## config.mk

```make
export PLATFORM = sky130hd
export DESIGN_NAME = mixcol_addkey_seq_flat
export DESIGN_NICKNAME = d
export VERILOG_FILES = /design/src/rtl/mixcol_addkey_seq_if.sv /design/src/rtl/mixcol_addkey_seq.sv /design/src/flat_wrapper.sv
export SDC_FILE = /design/constraint.sdc
export NUM_CORES = 1
export LEC_CHECK = 0
export CAP_MARGIN = 20
export CORE_ASPECT_RATIO = 0.6
export CORE_UTILIZATION = 48
export CTS_CLUSTER_SIZE = 20
export DETAILED_ROUTE_END_ITERATION = 6
export PLACE_DENSITY = 0.74
export SLEW_MARGIN = 20
export SYNTH_ARGS = -nofsm -noshare
export SYNTH_HDL_FRONTEND = slang
export SYNTH_SLANG_ARGS = --single-unit
export TNS_END_PERCENT = 50
```

## constraint.sdc

```tcl
create_clock -name clk -period 4.4 [get_ports clk]
set_input_delay 0.44 -clock clk [delete_from_list [all_inputs] [get_ports clk]]
set_output_delay 0.44 -clock clk [all_outputs]
set_load 0.02 [all_outputs]
```

## src/rtl/mixcol_addkey_seq_if.sv

```systemverilog
// Handshake and data bundle for the MixColumns/AddRoundKey round-tail stage.
// The slave modport is the stage's view of the bundle; the master modport is the driver's view.
interface mixcol_addkey_seq_if;
   logic         in_valid;
   logic         in_ready;
   logic [127:0] in_state;
   logic [127:0] in_key;
   logic         in_last;
   logic         out_valid;
   logic         out_ready;
   logic [127:0] out_state;
   logic         busy;

   modport slave (
      input  in_valid, in_state, in_key, in_last, out_ready,
      output in_ready, out_valid, out_state, busy
   );

   modport master (
      output in_valid, in_state, in_key, in_last, out_ready,
      input  in_ready, out_valid, out_state, busy
   );
endinterface

```

## src/rtl/mixcol_addkey_seq.sv

```systemverilog
// AES round tail: column-serial MixColumns followed by AddRoundKey, with valid/ready on both sides.
// COLS_PER_CYCLE columns are finished per clock; the last-round flag skips the mixing.
module mixcol_addkey_seq #(
   parameter int COLS_PER_CYCLE = 1
) (
   input  logic               clk,
   input  logic               rst,
   mixcol_addkey_seq_if.slave bus
);
   localparam logic [1:0] LAST_IDX = 2'(4 - COLS_PER_CYCLE);
   localparam logic [1:0] IDX_STEP = 2'(COLS_PER_CYCLE);

   generate
      if (COLS_PER_CYCLE != 1 && COLS_PER_CYCLE != 2 && COLS_PER_CYCLE != 4) begin : g_bad_param
         $error("COLS_PER_CYCLE must be 1, 2 or 4");
      end
   endgenerate

   typedef enum logic [1:0] {S_IDLE, S_PROC, S_DONE} state_t;

   state_t       r_state, w_state_nxt;
   logic [127:0] r_st, r_key, r_res;
   logic         r_last;
   logic [1:0]   r_idx;
   logic         w_acc;

   logic [COLS_PER_CYCLE-1:0][31:0] w_col;

   function automatic logic [7:0] xt(input logic [7:0] x);
      return {x[6:0], 1'b0} ^ (x[7] ? 8'h1b : 8'h00);
   endfunction

   function automatic logic [31:0] mix(input logic [31:0] c);
      logic [7:0] b0, b1, b2, b3;
      {b0, b1, b2, b3} = c;
      return {xt(b0) ^ xt(b1) ^ b1 ^ b2 ^ b3,
              b0 ^ xt(b1) ^ xt(b2) ^ b2 ^ b3,
              b0 ^ b1 ^ xt(b2) ^ xt(b3) ^ b3,
              xt(b0) ^ b0 ^ b1 ^ b2 ^ xt(b3)};
   endfunction

   // One datapath slot per column handled in a cycle; slot g serves column r_idx+g.
   generate
      for (genvar g = 0; g < COLS_PER_CYCLE; g++) begin : g_col
         logic [1:0]  w_c;
         logic [31:0] w_st_col, w_key_col;
         assign w_c       = r_idx + 2'(g);
         assign w_st_col  = r_st[127 - 32*int'(w_c) -: 32];
         assign w_key_col = r_key[127 - 32*int'(w_c) -: 32];
         assign w_col[g]  = (r_last ? w_st_col : mix(w_st_col)) ^ w_key_col;
      end
   endgenerate

   assign bus.in_ready  = (r_state == S_IDLE) || ((r_state == S_DONE) && bus.out_ready);
   assign w_acc         = bus.in_valid && bus.in_ready;
   assign bus.out_valid = (r_state == S_DONE);
   assign bus.busy      = (r_state == S_PROC) || (r_state == S_DONE);
   assign bus.out_state = r_res;

   always_comb begin
      w_state_nxt = r_state;
      case (r_state)
         S_IDLE: if (w_acc) w_state_nxt = S_PROC;
         S_PROC: if (r_idx == LAST_IDX) w_state_nxt = S_DONE;
         S_DONE: if (bus.out_ready) w_state_nxt = w_acc ? S_PROC : S_IDLE;
         default: w_state_nxt = S_IDLE;
      endcase
   end

   always_ff @(posedge clk) begin
      if (rst) begin
         r_state <= S_IDLE;
      end else begin
         r_state <= w_state_nxt;
      end
   end

   // Result register changes only in PROC, so a held DONE output is never disturbed.
   always_ff @(posedge clk) begin
      if (rst) begin
         r_st   <= '0;
         r_key  <= '0;
         r_last <= 1'b0;
         r_idx  <= '0;
         r_res  <= '0;
      end else begin
         if (w_acc) begin
            r_st   <= bus.in_state;
            r_key  <= bus.in_key;
            r_last <= bus.in_last;
            r_idx  <= '0;
         end
         if (r_state == S_PROC) begin
            for (int g = 0; g < COLS_PER_CYCLE; g++) begin
               r_res[127 - 32*int'(r_idx + 2'(g)) -: 32] <= w_col[g];
            end
            r_idx <= r_idx + IDX_STEP;
         end
      end
   end
endmodule

```

## src/flat_wrapper.sv

```systemverilog
// flat-port wrapper written by rule: the top's interface ports become plain ports
module mixcol_addkey_seq_flat 
#(
   parameter int COLS_PER_CYCLE = 1
)
  (clk, rst, bus_in_valid, bus_in_state, bus_in_key, bus_in_last, bus_out_ready, bus_in_ready, bus_out_valid, bus_out_state, bus_busy);
  mixcol_addkey_seq_if bus_i ();
  input  logic clk;
  input  logic rst;
  input wire logic [$bits(bus_i.in_valid)-1:0] bus_in_valid;
  input wire logic [$bits(bus_i.in_state)-1:0] bus_in_state;
  input wire logic [$bits(bus_i.in_key)-1:0] bus_in_key;
  input wire logic [$bits(bus_i.in_last)-1:0] bus_in_last;
  input wire logic [$bits(bus_i.out_ready)-1:0] bus_out_ready;
  output wire logic [$bits(bus_i.in_ready)-1:0] bus_in_ready;
  output wire logic [$bits(bus_i.out_valid)-1:0] bus_out_valid;
  output wire logic [$bits(bus_i.out_state)-1:0] bus_out_state;
  output wire logic [$bits(bus_i.busy)-1:0] bus_busy;
  assign bus_i.in_valid = bus_in_valid;
  assign bus_i.in_state = bus_in_state;
  assign bus_i.in_key = bus_in_key;
  assign bus_i.in_last = bus_in_last;
  assign bus_i.out_ready = bus_out_ready;
  assign bus_in_ready = bus_i.in_ready;
  assign bus_out_valid = bus_i.out_valid;
  assign bus_out_state = bus_i.out_state;
  assign bus_busy = bus_i.busy;
  mixcol_addkey_seq #(.COLS_PER_CYCLE(COLS_PER_CYCLE)) u_core (.clk(clk), .rst(rst), .bus(bus_i));
endmodule
```

# Yosys cells after proc, flatten, opt, wreduce, memory -nomap -nowiden
# Cells that the tools add are included.
word_totals:
  mem_bits_rw: 0
  latch_bits: 0
  wordCells: 60
  memories: 0
  mem_bits_ro: 0
  out_inout_bits: 131
  in_bits: 261
  regBits: 389
op_classes:
  eq_ne: 6
  muxes: 13
  multipliers: 0
  n_lt_le_gt_ge: 0
  n_reduce_logical: 7
  shifts: 4
  addsub: 3
  bitwise: 21
  n_div: 0
op_table:
  columns: ["cell", "n"]
  rows:
  - ["variable part select 159 x 32 -> 32 bit", 2]
  - ["XOR 8 bit", 20]
  - ["variable shift 32 x 33 -> 159 bit, first input constant", 1]
  - ["variable part select 32 x 33 -> 159 bit", 1]
  - ["bitwise mux 128 bit", 1]
  - ["negator 32 -> 33 bit", 1]
  - ["2-to-1 mux 32 bit", 1]
  - ["XOR 32 bit", 1]
  - ["2-to-1 mux 5 bit", 4]
  - ["2-to-1 mux 2 bit", 5]
  - ["subtractor 7 x 7 -> 8 bit, first input constant", 1]
  - ["case mux 2 bit (3 select lines)", 1]
  - ["== test 2 bit, second input constant", 2]
  - ["!= test 2 bit, second input constant", 2]
  - ["AND reduction 3 bit", 1]
  - ["adder 2 x 1 -> 2 bit, second input constant", 1]
  - ["== test 2 x 1 -> 1 bit, second input constant", 1]
  - ["logical AND 1 bit", 2]
  - ["logical NOT 2 bit", 1]
  - ["logical OR 1 bit", 2]
  - ["!= test 2 x 1 -> 1 bit, second input constant", 1]
  - ["nonzero test 2 bit", 1]
  - ["2-to-1 mux 1 bit", 1]

# Depth between registers and ports, before layout
# Gate-level depths: netlist (run 1).
logic_depth:
  word_depth: 12
  depth_mapped: 10
  depth_no_buf: 7

# Worst setup path after synthesis (run 1)
# Ideal clock, no wire load.
synth_timing:
  path_kind: "register to register"
  startpoint: "reg u_core.r_idx[1]"
  endpoint: "reg u_core.r_res[85], in the netlist u_core.bus.out_state[85]"
  required_ns: 4.317
  setup_time_ns: 0.083
  path_slack_ns: 2.100
  stages_incl_launch_ff: 11
  path_buffers: 5
  synth_period_minus_slack_ns: 2.300
  t_arrival_ns: 2.217
  path_cell_list: "dfxtp_1 > buf_2 > buf_4 > clkbuf_1 > inv_1 > ha_1 > nand2_1 > or4b_1 > clkbuf_1 > clkbuf_1 > o221ai_1"
synth_between:
  elab_chain_cells: 12
  word_cells_on_any_way: 33
synth_rtl:
  columns: ["item", "line", "source"]
  rows:
  - ["start: declaration", "mixcol_addkey_seq.sv:24", "logic [1:0] r_idx;"]
  - ["start signal: assignment", "mixcol_addkey_seq.sv:97", "r_idx <= r_idx + IDX_STEP;"]
  - ["subtractor 7 x 7 -> 8 bit *", "mixcol_addkey_seq.sv:48, mixcol_addkey_seq.sv:49, mixcol_addkey_seq.sv:95", null]
  - ["variable part select 159 x 32 -> 32 bit", "mixcol_addkey_seq.sv:48", "assign w_st_col = r_st[127 - 32*int'(w_c) -: 32];"]
  - ["2-to-1 mux 5 bit", "mixcol_addkey_seq.sv:30", "return {x[6:0], 1'b0} ^ (x[7] ? 8'h1b : 8'h00);"]
  - ["XOR 8 bit", "mixcol_addkey_seq.sv:30", null]
  - ["XOR 8 bit (on tied branches) (4 in a row)", "mixcol_addkey_seq.sv:39, mixcol_addkey_seq.sv:36, mixcol_addkey_seq.sv:37", null]
  - ["2-to-1 mux 32 bit", "mixcol_addkey_seq.sv:50", "assign w_col[g] = (r_last ? w_st_col : mix(w_st_col)) ^ w_key_col;"]
  - ["XOR 32 bit", "mixcol_addkey_seq.sv:50", null]
  - ["variable part select 32 x 33 -> 159 bit", "mixcol_addkey_seq.sv:95", "r_res[127 - 32*int'(r_idx + 2'(g)) -: 32] <= w_col[g];"]
  - ["bitwise mux 128 bit *", "mixcol_addkey_seq.sv:95", null]
  - ["end signal: indexed assignment", "mixcol_addkey_seq.sv:95", null]
  - ["end: declaration", "mixcol_addkey_seq.sv:22", "logic [127:0] r_st, r_key, r_res;"]
# Every way passes the cells marked *; elsewhere a longest branch is shown, timed or not.
# A chain may end at the register's enable or synchronous reset.

# Final worst setup path (run 1)
layout_timing:
  startpoint: "reg u_core.r_idx[1]"
  endpoint: "reg u_core.r_res[91], in the netlist u_core.bus.out_state[91]"
# Same word-level chain as after synthesis.

==> flow_summary.json, run 1 <==
{
  "status": "finished, final reports clean",
  "critical_path.reg2reg.startpoint": "u_core.r_idx[1]",
  "wl_per_cell_um": 22.0,
  "finalCritPeriodShare_pct": 73.9,
  "floorplan.io_pins": 392,
  "num_rows": 52,
  "startpoint_type": "flip-flop",
  "setup.worst_path.class": "reg -> reg",
  "critPathRequiredTime_ps": 4770,
  "place.detailed.hpwl_mm": 42.7,
  "route.antenna.remaining_nets": 0,
  "antenna_found_initial": 1,
  "post_route_cells_drive_above_1_share_pct": 7.15,
  "path_clk_slew_ps": 60,
  "vias_per_cell": 5.86,
  "placeableCoreArea_um2": 34000,
  "syn-cell-area_um2": 16700,
  "synth.yosys.seq_area_share_pct": 46.6,
  "grt_util_all_layers_pct": 32.1,
  "leakage_uw": 0.00769,
  "fmax_mhz": 308,
  "hold_path_startpoint": "rst",
  "timing_worst_slew_pin_value_ps": 1260,
  "worstSetupEndpointType": "flip-flop",
  "clock_latency_ps": 540,
  "cts.sink_count": 389,
  "fin_worst_skew_ps": 15.4,
  "final_cell_mix": "602 x sky130_fd_sc_hd__nand2_1, 390 x sky130_fd_sc_hd__clkdlybuf4s50_1, 387 x sky130_fd_sc_hd__dfxtp_1, 261 x sky130_fd_sc_hd__a21oi_1, 128 x sky130_fd_sc_hd__xnor2_1",
  "clock_tree.htree_level_count": 2,
  "crit_path_max_incr_delay_ps": 800,
  "gp_congestion": 0.927,
  "cts_buffer_depth": 3,
  "via_count_of_the_first_global_routing_pass": 14900,
  "num-fill-cells": 2771,
  "die_w_um": 243,
  "hold_class": "in -> reg",
  "finalHoldWorstSlack_ps": 443,
  "setup.worst_path.start": "u_core.r_idx[1]",
  "cp_data_arrival_time_ps": 3620,
  "finalPower_uw": 10300,
  "synth_ff_type": "sky130_fd_sc_hd__dfxtp_1",
  "cts_root_buf": "sky130_fd_sc_hd__clkbuf_16",
  "initialDrtViolationCount": 1839,
  "cts-hold-fix-buffers": 0,
  "portBuffers": 391,
  "grt_start_max_net_pins": 182,
  "cts.repair_timing.setup_buffer_count": 0,
  "p_r_area_growth_vs_syn_pct": 31.5,
  "cpMaxStageDelayCell": "sky130_fd_sc_hd__dfxtp_4",
  "cellPowerDensity_nw_per_um2": 469,
  "top_fanout_value_on_the_critical_path": 49,
  "worst_ir_drop_vdd_v": 0.000274,
  "grt_overflow_total": 0,
  "die_height_um": 146,
  "fin_tns_setup_ps": 0,
  "finalWorstPathRequiredPeriod_ps": 3250,
  "dr.pass1.iters": 6,
  "timing.slew.headroom_pct": 15.5,
  "drt_wl_total_mm": 58.2,
  "timing.final.setup_violations": 0,
  "final_hold_viol_count": 0,
  "global_route_wire_length_before_repair_mm": 88.2,
  "most_common_library_cell_in_the_layout_ignoring_fill_and_taps": "sky130_fd_sc_hd__nand2_1",
  "layoutNonFillerInstCount": 2643,
  "synth_area_per_cell_um2": 8.97,
  "start_util_pct": 49.2,
  "synthesis.yosys.warnings": 0,
  "net_count_after_synthesis": 2131,
  "postSynth.asyncResetShare_pct": 0,
  "cts_resized": 0,
  "layout.nets": 2432,
  "tritoncts": "done",
  "cap_violations": 0,
  "rsz0062_at_grt": "no",
  "detailroute.via_count": 15500,
  "final_max_slew_viol_count": 0,
  "gate_count_of_the_mapped_netlist": 1862,
  "synth_enable_flop_cells": 0,
  "numPlacedInstances": 2582,
  "synth_seq_cells": 389,
  "route.detailed.drc": 0,
  "tritoncts.num_buffers": 37,
  "path_cells": "buf_4, mux4_2, xor2_2, xor2_1, xnor2_1, o22ai_1",
  "design.die.area_um2": 35600,
  "post_synth_num_cell_types": 32
}
[critical path: cells and delay by family, from the launching register on]
kind,cells,cell delay (ps)
XOR/XNOR,3,1050
flip-flops,1,800
multiplexers,1,520
buffers and inverters,1,490
AO/OA/AOI/OAI,1,160
[registers in the layout (all words and copies together), names as in the netlist]
| name | count |
|---|---|
| u_core.r_last | 1 |
| u_core.r_state | 2 |
| u_core.r_st | 128 |
| u_core.bus.out_state | 128 |
| u_core.r_idx | 2 |
| u_core.r_key | 128 |
[final timing paths]
kind | slack, ps | cells past startpoint | end
worst max-delay path | 1150 | 6 | u_core.bus.out_state[91]
worst min-delay path | 440 | 2 | u_core.r_state[0]
worst max register to register | 1150 | 6 | u_core.bus.out_state[91]
worst min register to register | 450 | 2 | u_core.r_key[32]
[synthesized netlist by cell type, types with 7 or more instances]
master	number	area, µm²
sky130_fd_sc_hd__o22ai_1	48	300
sky130_fd_sc_hd__o221ai_1	80	701
sky130_fd_sc_hd__a22oi_1	49	368
sky130_fd_sc_hd__xor2_1	35	307
sky130_fd_sc_hd__nand2_1	603	2260
sky130_fd_sc_hd__buf_1	7	26.3
sky130_fd_sc_hd__ha_1	8	100
sky130_fd_sc_hd__nor2_1	8	30.0
sky130_fd_sc_hd__buf_4	9	67.6
sky130_fd_sc_hd__dfxtp_1	389	7790
sky130_fd_sc_hd__clkbuf_1	124	465
sky130_fd_sc_hd__mux4_2	64	1440
sky130_fd_sc_hd__inv_1	7	26.3
sky130_fd_sc_hd__xnor2_1	128	1120
sky130_fd_sc_hd__a21oi_1	264	1320
[area by class of cell]
cell class              count  area [µm²]  area share (%)
diodes                      1        2.50          0.0114
well taps                 459         574            2.61
clock inverters             6        33.8           0.154
repair buffers            410        4130            18.8
flip-flops and latches    389        7790            35.5
multi-input cells        1317        8300            37.8
clock buffers              53        1100            5.00
inverters                   8        30.0           0.137
[layer usage]
metal  track usage [%]  share of wire, %
met2              49.8                45
met5                 0                 0
met3              6.45               9.6
met1              45.9                43
met4              7.67               2.1
[stage by stage]
step | area, µm² | setup slack [ps] | util [%]
2_1_floorplan | 16700 | 2100 | -
3_3_place_gp | 20800 | 1200 | 61.3
3_5_place_dp | 20800 | 1210 | 61.3
4_1_cts | 21900 | 1190 | 64.6
5_1_grt | 22000 | 1070 | 64.7
6_report | 22000 | 1150 | 64.7
[logic make-up (layout without fill, tap and decap cells)]
group,Yosys count,after routing,share of synthesized area [%]
muxes,65,65,8.69
other,0,1,0
xor gates and xnor gates,173,173,9.66
AOI/OAI and AO/OA,443,443,16.2
and+or+nand+nor,628,628,14.4
DFF,389,389,46.6
buffers and inverters,156,477,3.88
adders and majority gates,8,8,0.599
[power breakdown]
part / switching [µW] / internal (µW)
Combinational: 1920 / 1240
Clock: 1340 / 1730
Sequential: 234 / 3830
(Power assumes the default switching activity.)
==> run 2: changes to the inputs <==
clock period = 3 ns   (was 4.4 ns; I/O delays follow)
==> flow_summary.json, run 2 (synthesized netlist as in run 1, its figures left out) <==
{
  "route.met3.wl_mm": 6.46,
  "highest_layer": "met4",
  "cts.sink_count": 389,
  "via_count_of_the_first_global_routing_pass": 15000,
  "worst_ir_drop_vdd_v": 0.000352,
  "global_route_wire_length_before_repair_mm": 90.0,
  "die_w_um": 243,
  "cap_violations": 0,
  "met2WireLength_mm": 26.7,
  "clock_latency_ps": 540,
  "cts_buffer_depth": 3,
  "portBuffers": 391,
  "finalPower_uw": 15500,
  "cp_data_arrival_time_ps": 3280,
  "grt_overflow_total": 0,
  "fmax_mhz": 346,
  "most_common_library_cell_in_the_layout_ignoring_fill_and_taps": "sky130_fd_sc_hd__nand2_1",
  "hold_class": "in -> reg",
  "post_route_cells_drive_above_1_share_pct": 8.80,
  "design.die.area_um2": 35600,
  "p_r_area_growth_vs_syn_pct": 34.3,
  "grt_util_all_layers_pct": 32.8,
  "tritoncts.num_buffers": 37,
  "cts.repair_timing.setup_buffer_count": 0,
  "wl_per_cell_um": 22.2,
  "top_fanout_value_on_the_critical_path": 17,
  "finalHoldWorstSlack_ps": 198,
  "gp_congestion": 0.947,
  "final_max_slew_viol_count": 0,
  "place.detailed.hpwl_mm": 44.8,
  "finalWorstPathRequiredPeriod_ps": 2890,
  "setup.worst_path.class": "reg -> reg",
  "layout.nets": 2473,
  "antenna_found_initial": 1,
  "final_cell_mix": "602 x sky130_fd_sc_hd__nand2_1, 390 x sky130_fd_sc_hd__clkdlybuf4s50_1, 387 x sky130_fd_sc_hd__dfxtp_1, 264 x sky130_fd_sc_hd__a21oi_1, 126 x sky130_fd_sc_hd__xnor2_1",
  "clock_tree.htree_level_count": 2,
  "initialDrtViolationCount": 1831,
  "timing_worst_slew_pin_value_ps": 1110,
  "num_rows": 52,
  "floorplan.io_pins": 392,
  "cts_resized": 0,
  "timing.final.setup_violations": 0,
  "grt_start_max_net_pins": 242,
  "cellPowerDensity_nw_per_um2": 691,
  "timing.slew.headroom_pct": 25.8,
  "rrSetupSlack_ps": 110,
  "tritoncts": "done",
  "route.antenna.remaining_nets": 0,
  "route.detailed.drc": 0,
  "fin_worst_skew_ps": 15.2,
  "cts-hold-fix-buffers": 0,
  "fin_tns_setup_ps": 0,
  "detailroute.via_count": 15700,
  "vias_per_cell": 5.85,
  "final_area_um2": 22400,
  "startpoint_type": "flip-flop",
  "final_hold_viol_count": 0,
  "dr.pass1.iters": 6,
  "cts_root_buf": "sky130_fd_sc_hd__clkbuf_16",
  "rsz0062_at_grt": "no",
  "die_height_um": 146,
  "num-fill-cells": 2717,
  "finalCritPeriodShare_pct": 96.3,
  "leakage_uw": 0.00795,
  "status": "finished, final reports clean",
  "critPathRequiredTime_ps": 3390,
  "drt_wl_total_mm": 59.6,
  "path_clk_slew_ps": 60,
  "worstSetupEndpointType": "flip-flop",
  "start_util_pct": 49.2,
  "wl_met1_mm": 25.4,
  "instance_area_after_placement_um2": 21200,
  "placeableCoreArea_um2": 34000
}
run 2: final timing paths:
path,start,endpoint,depth (start not counted)
hold / removal,rst,u_core.bus.out_state[107],2
setup / recovery,u_core.r_idx[0],u_core.bus.out_state[5],6
setup reg to reg,u_core.r_idx[0],u_core.bus.out_state[5],6
hold reg to reg,u_core.r_st[16],u_core.r_st[16],2
run 2: area by class of cell:
class,instances,area (µm²),area share [%]
Antenna cell,1,2.50,0.0112
Clock buffer,55,1120,4.98
Clock inverter,8,56.3,0.251
Inverter,8,30.0,0.134
Multi-Input combinational cell,1317,8290,37.0
Sequential cell,389,7790,34.8
Tap cell,459,574,2.56
Timing Repair Buffer,451,4560,20.3
run 2: metrics by stage:
step / setup WS [ps] / utilization [%] / instances
finish: 110 / 66.0 / 2688
CTS: 108 / 66.0 / 2687
detailed placement: 126 / 62.5 / 2624
global placement: 156 / 62.5 / 2624
global route: 6.78 / 66.0 / 2688
floorplan: 700 / - / 1862
run 2: layer usage:
metal  GRT usage [%]  vias to the layer above
met3            7.22                       91
met5               0                        -
li1                -                     7119
met2            50.6                      934
met4            7.30                        0
met1            47.1                     7586
run 2: power breakdown:
group | internal (µW) | total, µW | switching (µW)
Clock | 2590 | 4610 | 2020
Sequential | 5610 | 5940 | 325
Combinational | 2010 | 4950 | 2930
Total | 10200 | 15500 | 5280
run 2: worst max-delay path, cell delays in order, from the launching register on:
cell and delay, ps:
sky130_fd_sc_hd__dfxtp_4 590, sky130_fd_sc_hd__buf_12 210, sky130_fd_sc_hd__mux4_2 630, sky130_fd_sc_hd__xor2_1 520, sky130_fd_sc_hd__xnor2_1 200, sky130_fd_sc_hd__xnor2_1 400, sky130_fd_sc_hd__o221ai_1 200
==> run 3: changes to the inputs <==
RECOVER_POWER = 25   (was unset)
==> flow_summary.json, run 3 (synthesized netlist as in run 1, its figures left out) <==
{
  "start_util_pct": 49.2,
  "cts_root_buf": "sky130_fd_sc_hd__clkbuf_16",
  "fmax_mhz": 349,
  "grt_busiest_layer": "met2",
  "cpMostUsedCell": "sky130_fd_sc_hd__xnor2_1",
  "clock_tree.htree_level_count": 2,
  "globalRouteMet1Util_pct": 47.1,
  "worst-path-buf-inv": 1,
  "top_fanout_value_on_the_critical_path": 17,
  "layout.nets": 2473,
  "placeableCoreArea_um2": 34000,
  "path_cells": "buf_12, mux4_2, xor2_1, xnor2_1, xnor2_1, o221ai_1",
  "route.antenna.remaining_nets": 0,
  "postLayoutSetupSlackWorst_ps": 139,
  "post_route_cells_drive_above_1_share_pct": 8.80,
  "gp_congestion": 0.947,
  "worstSetupEndpointType": "flip-flop",
  "grt_util_all_layers_pct": 32.8,
  "num_rows": 52,
  "hold_path_startpoint": "rst",
  "final_max_slew_viol_count": 0,
  "timing_worst_slew_pin_value_ps": 1190,
  "cts.sink_count": 389,
  "final_hold_viol_count": 0,
  "most_common_library_cell_in_the_layout_ignoring_fill_and_taps": "sky130_fd_sc_hd__nand2_1",
  "status": "finished, final reports clean",
  "groute.layer.met2.usage_pct": 50.6,
  "setup.worst_path.class": "reg -> reg",
  "gr-usage-met3_pct": 7.22,
  "design.die.area_um2": 35600,
  "timing.final.setup_violations": 0,
  "via_count_of_the_first_global_routing_pass": 15000,
  "path_delay_family": "XOR/XNOR gates",
  "grt_overflow_total": 0,
  "cpMaxStageDelayCell": "sky130_fd_sc_hd__mux4_2",
  "portBuffers": 391,
  "dr.pass1.iters": 6,
  "tritoncts": "done",
  "die_height_um": 146,
  "finalCritPeriodShare_pct": 95.4,
  "place.detailed.hpwl_mm": 44.8,
  "initialDrtViolationCount": 2010,
  "path_clk_slew_ps": 60,
  "critical_path.reg2reg.startpoint": "u_core.r_idx[0]",
  "fin_worst_skew_ps": 9.58,
  "fin_tns_setup_ps": 0,
  "grt_start_max_net_pins": 242,
  "leakage_uw": 0.00839,
  "p_r_area_growth_vs_syn_pct": 34.3,
  "cellPowerDensity_nw_per_um2": 689,
  "cap_violations": 0,
  "antenna_found_initial": 1,
  "setup.worst_path.start": "u_core.r_idx[0]",
  "die_w_um": 243,
  "detailroute.via_count": 15700,
  "timing.slew.headroom_pct": 20.9,
  "hold_class": "in -> reg",
  "worst_ir_drop_vdd_v": 0.000351,
  "floorplan.io_pins": 392,
  "clock_latency_ps": 530,
  "cp_data_arrival_time_ps": 3250,
  "critPathRequiredTime_ps": 3390,
  "drt_wl_total_mm": 59.7,
  "cts.repair_timing.setup_buffer_count": 0,
  "finalWorstPathRequiredPeriod_ps": 2860,
  "post-place-ws_ps": 126,
  "tritoncts.num_buffers": 37,
  "cts-hold-fix-buffers": 0,
  "crit_path_max_incr_delay_ps": 630,
  "cts_buffer_depth": 3,
  "rsz0062_at_grt": "no",
  "route.detailed.drc": 0,
  "wl_per_cell_um": 22.2,
  "vias_per_cell": 5.86,
  "global_route_wire_length_before_repair_mm": 90.0,
  "final_cell_mix": "602 x sky130_fd_sc_hd__nand2_1, 387 x sky130_fd_sc_hd__dfxtp_1, 264 x sky130_fd_sc_hd__a21oi_1, 263 x sky130_fd_sc_hd__clkdlybuf4s50_1, 127 x sky130_fd_sc_hd__dlygate4sd3_1",
  "startpoint_type": "flip-flop"
}
==> run 3: changes by cell type in the layout (fill, tap and decap cells not counted) <==
cell                              previous run  this run
sky130_fd_sc_hd__clkdlybuf4s50_1           390       263
sky130_fd_sc_hd__dlygate4sd3_1               0       127
==> run 3: where the power goes <==
part           internal, µW  switching, µW
registers              5610            321
clock network          2590           2020
logic                  1980           2930
==> run 3: stage by stage <==
stage	power (µW)	hold WS [ps]	cell area (µm²)	instances	util [%]
final	15400	192	22400	2688	66.0
after global routing	16000	203	22400	2688	66.0
after CTS	15400	184	22400	2687	66.0
after detailed placement	10800	447	21200	2624	62.5
after global placement	10800	440	21200	2624	62.5
after floorplan	8900	433	16700	1862	-
==> run 3: path summary, 6_finish.rpt <==
check                           slack [ps]                        end  depth (start not counted)
worst min register to register         460            u_core.r_st[16]                          2
worst min-delay path                   190  u_core.bus.out_state[107]                          2
worst max-delay path                   140    u_core.bus.out_state[5]                          6
worst max register to register         140    u_core.bus.out_state[5]                          6
==> run 3: layout make-up <==
cell class,instances,area (µm²)
clock inverter,8,56.3
clock buffer,55,1120
multi-input combinational,1317,8290
timing repair buffer,451,4560
antenna,1,2.50
fill,2717,11500
sequential,389,7790
inverter,8,30.0
tap,459,574
==> run 3: what timing repair did <==
action,in CTS,in global routing
hold endpoints to repair,0,0
resized for setup,0,2
setup endpoints to repair,0,8
==> run 3: layer usage <==
| layer | share of wire, % | up-vias |
|---|---|---|
| li1 | - | 7114 |
| met3 | 11 | 85 |
| met2 | 45 | 944 |
| met5 | 0 | - |
| met4 | 1.8 | 0 |
| met1 | 42 | 7603 |
==> patch 1: new RTL, settings of run 2 <==
Reset style: asynchronous (`rst`), changed in 2 clocked blocks.
--- a/src/rtl/mixcol_addkey_seq.sv
+++ b/src/rtl/mixcol_addkey_seq.sv
@@ -67,7 +67,7 @@
       endcase
    end
 
-   always_ff @(posedge clk) begin
+   always_ff @(posedge clk or posedge rst) begin
       if (rst) begin
          r_state <= S_IDLE;
       end else begin
@@ -76,7 +76,7 @@
    end
 
    // Result register changes only in PROC, so a held DONE output is never disturbed.
-   always_ff @(posedge clk) begin
+   always_ff @(posedge clk or posedge rst) begin
       if (rst) begin
          r_st   <= '0;
          r_key  <= '0;
Check against the original RTL: differs if rst is asserted again (counterexample within 4 cycles, from zero or initial values and one cycle with rst high); with rst held inactive, the same outputs for 4 cycles.
==> patch 1 against run 2 <==
- worst setup slack lost 0.033 ns
- non-clock buffer count up 10
- wire length is 2.1% lower
- count of clock-buffer cells in the layout is 4 higher
- final area up 8.2%
- via count down 18%
- maximum frequency shrank 1.1%
- worst hold slack got worse by 0.072 ns
- synthesized area is 8.8% higher
- sequential cell count did not move
- first-iteration DRC count fell by 32%
- critical path type unchanged
Power is not shown: default switching activity piles up to over one toggle a cycle in this logic, so the estimate is an artifact.
==> patch 1: results (changes against run 2) <==
- Placed cell areas: 0.0229 mm^2 (+7.8%)
- Final Skew: 0.0187 ns (+0.00351 ns)
- Adder-Cell Fraction of Synth Area: 0.551% (-0.048 points)
- Crit path DAT: 3.33 ns (+0.05 ns)
- Pre-CTS setup slack: -0.0255 ns (-0.151 ns)
- Post-synthesis mux area share: 23.9% (+15 points)
- Post-synthesis compound-gate area fraction: 7.28% (-8.9 points)
- Synth Area in XOR/XNOR: 8.88% (-0.78 points)
- Core area: 0.0368 mm^2 (+8.4%)
- Share of layout cells above drive strength 1: 27.2% (+18 points)
- Worst hold path class: input pin to async pin
- Nets: 1963 (-21%)
- Syn nets: 1547 (-27%)
- Post-synthesis sequential area ratio: 53.6% (+7.0 points)
- Synth cell count leaders: dfrtp_1 (389), mux2_2 (257), xnor2_1 (141), nor2_1 (128), a221o_1 (124)
- Status: complete, no violations
- Asr flop ratio synth: 100% (+100 points)
- Filler instances: 2652 (-2.4%)
- Vias per inst: 5.80 (-0.95%)
- Num CTS Buffers: 39 (+5.4%)
- TritonRoute pass-1 iters: 5 (-1)
- HPWL Detailed: 43800 um (-2.2%)
- Mean routed wirelength per cell: 26.1 um (+18%)
- Synth top area cells: dfrtp_1 (54%), mux2_2 (16%), mux4_2 (7.9%)
- Initial antenna violation count: 11 (+10)
- Synth unique cells: 29 (-9.4%)
- Slowest Stage Delay on Critical Path: 0.66 ns (+0.03 ns)
- Final std cells w/o fill: 2231 (-17%)
==> patch 1: changes by cell type after synthesis, sizes merged, moves of 64 or more <==
| cell | change |
|---|---|
| clkbuf | -64 |
| a21oi | -262 |
| dfrtp | +389 |
| nand2 | -586 |
| a221o | +124 |
| o221ai | -76 |
| mux2 | +257 |
| nor2 | +120 |
| dfxtp | -389 |
==> patch 1: cell families after synthesis <==
logic type | after synthesis
multiplexers | 321
AO/OA/AOI/OAI | 136
flip-flops | 389
AND/OR/NAND/NOR | 153
adder cells (fa/ha/maj) | 8
buffers and inverters | 99
XOR/XNOR | 172
==> patch 1: what timing repair did <==
| action | in CTS | in global routing |
|---|---|---|
| cloned | 0 | 0 |
| endpoints found under the hold margin | 0 | 0 |
| buffers inserted | 0 | 8 |
| endpoints found under the setup margin | 2 | 30 |
| gates resized for setup | 1 | 1 |
==> patch 1: path summary, 6_finish.rpt <==
check,to,slack (ns),cells past startpoint
worst max-delay path,u_core.bus.out_state[96],0.08,7
worst min-delay path,u_core.r_st[77],0.13,2
worst max register to register,u_core.bus.out_state[96],0.08,7
worst min register to register,u_core.r_st[5],0.50,1
max in group asynchronous,u_core.r_key[106],1.86,4
min in group clk,u_core.r_key[70],0.37,2
==> patch 1: final cells by class <==
type / count / area share (%)
flip-flops and latches: 389 / 40.1
multi-input cells: 790 / 33.0
repair buffers: 461 / 18.7
clock buffers: 59 / 4.79
well taps: 504 / 2.60
clock inverters: 10 / 0.536
inverters: 13 / 0.216
diodes: 5 / 0.0515
==> patch 1: per-layer routing <==
metal  routed length (um)  GRT usage (%)
met5                   64              0
met4                 1310           7.13
met3                 6100           8.88
met2                25800           45.0
met1                25000           44.4
==> patch 2: new RTL, config.mk and constraints of run 2 <==
Made on the original files. Re-encode `state_t` (3 states) as one-hot, 3 bits wide.
--- a/src/rtl/mixcol_addkey_seq.sv
+++ b/src/rtl/mixcol_addkey_seq.sv
@@ -16,7 +16,7 @@
       end
    endgenerate
 
-   typedef enum logic [1:0] {S_IDLE, S_PROC, S_DONE} state_t;
+   typedef enum logic [2:0] {S_IDLE = 3'b001, S_PROC = 3'b010, S_DONE = 3'b100} state_t;
 
    state_t       r_state, w_state_nxt;
    logic [127:0] r_st, r_key, r_res;
Check against the original RTL: no difference found for any inputs over 4 cycles, from zero or initial values and one cycle with rst high; so few cycles prove little.
==> patch 2 against run 2 <==
- worst setup slack lost 0.056 ns
- critical path type unchanged
- sequential cell count grew 1
- utilization grew 0.57 points
- power shrank 5.5%
- worst hold slack lost 0.10 ns
- final area grew 1.8%
- clock power grew 6.9%
- non-clock buffer count grew 6
- synthesized cell count grew 0.38%
- sequential power shrank 3%
- wire length grew 1.2%
- synthesized area grew 1.8%
==> patch 2: results (changes against run 2) <==
- Status: complete, no violations
- GP Congestion: 0.934 (-1.4%)
- Pre-CTS setup slack: -0.0700 ns (-0.196 ns)
- Initial antenna violation count: 8 (+7)
- Post-synthesis sequential area ratio: 45.9% (-0.70 points)
- Synth Area in XOR/XNOR: 10.7% (+1.0 points)
- Total track usage: 32.7% (-0.19 points)
- Nets: 2483 (+0.40%)
- R2R Setup Slk: 0.05 ns (-0.06 ns)
- Met3 Usage GRT: 10.3% (+3.1 points)
- HPWL Detailed: 45500 um (+1.6%)
- Vias: 15775 (+0.29%)
- Wirelength, routed: 60300 um (+1.2%)
- DR WL met2: 26600 um (-0.34%)
- GR Layer Usage met2: 49.2% (-1.4 points)
- DR top layer: met5
- Number of global-route vias before repair: 14853 (-0.98%)
- Cell leakage power: 8.05 nW (+1.3%)
- Crit path DAT: 3.35 ns (+0.07 ns)
- Multi-input logic area: 0.00856 mm^2 (+3.2%)
- Routed met3 length: 7470 um (+16%)
- Signal buffers: 457 (+1.3%)
- Wl on met1: 25200 um (-0.66%)
- Achievable Freq: 0.340 GHz (-1.9%)
- Slowest Stage Delay on Critical Path: 0.68 ns (+0.05 ns)
- Inverters: 6 (-2)
- Post-synthesis compound-gate area fraction: 18.0% (+1.8 points)
- GR Layer Usage met1: 45.5% (-1.5 points)
- Num CTS Buffers: 38 (+2.7%)
## patch 2: changes by cell type in the layout (fill, tap and decap cells not counted), sizes merged, moves of 5 or more
cell	before	now
o21ai	1	83
o221ai	80	0
a22oi	49	128
nand2	603	527
xnor2	136	119
xor2	37	53
clkinv	4	11
buf	61	67
clkbuf	55	50
nor4	0	5
## patch 2: final timing paths
kind	startpoint	to	cells past startpoint
worst max register to register	u_core.r_idx[0]	u_core.bus.out_state[85]	6
worst min-delay path	rst	u_core.bus.out_state[1]	2
worst min register to register	u_core.r_st[37]	u_core.r_st[37]	2
worst max-delay path	u_core.r_idx[0]	u_core.bus.out_state[85]	6
## patch 2: timing repair
item	CTS	global route
setup endpoints to repair	4	5
gates resized for setup	1	2
gates cloned	0	0
## patch 2: power by group
part	switching [mW]	total (mW)	internal, mW	leakage [nW]
Sequential	0.242	5.79	5.55	3.18
Clock	2.07	4.93	2.86	0.631
Combinational	2.30	3.93	1.63	4.24
Total	4.61	14.6	10.0	8.05
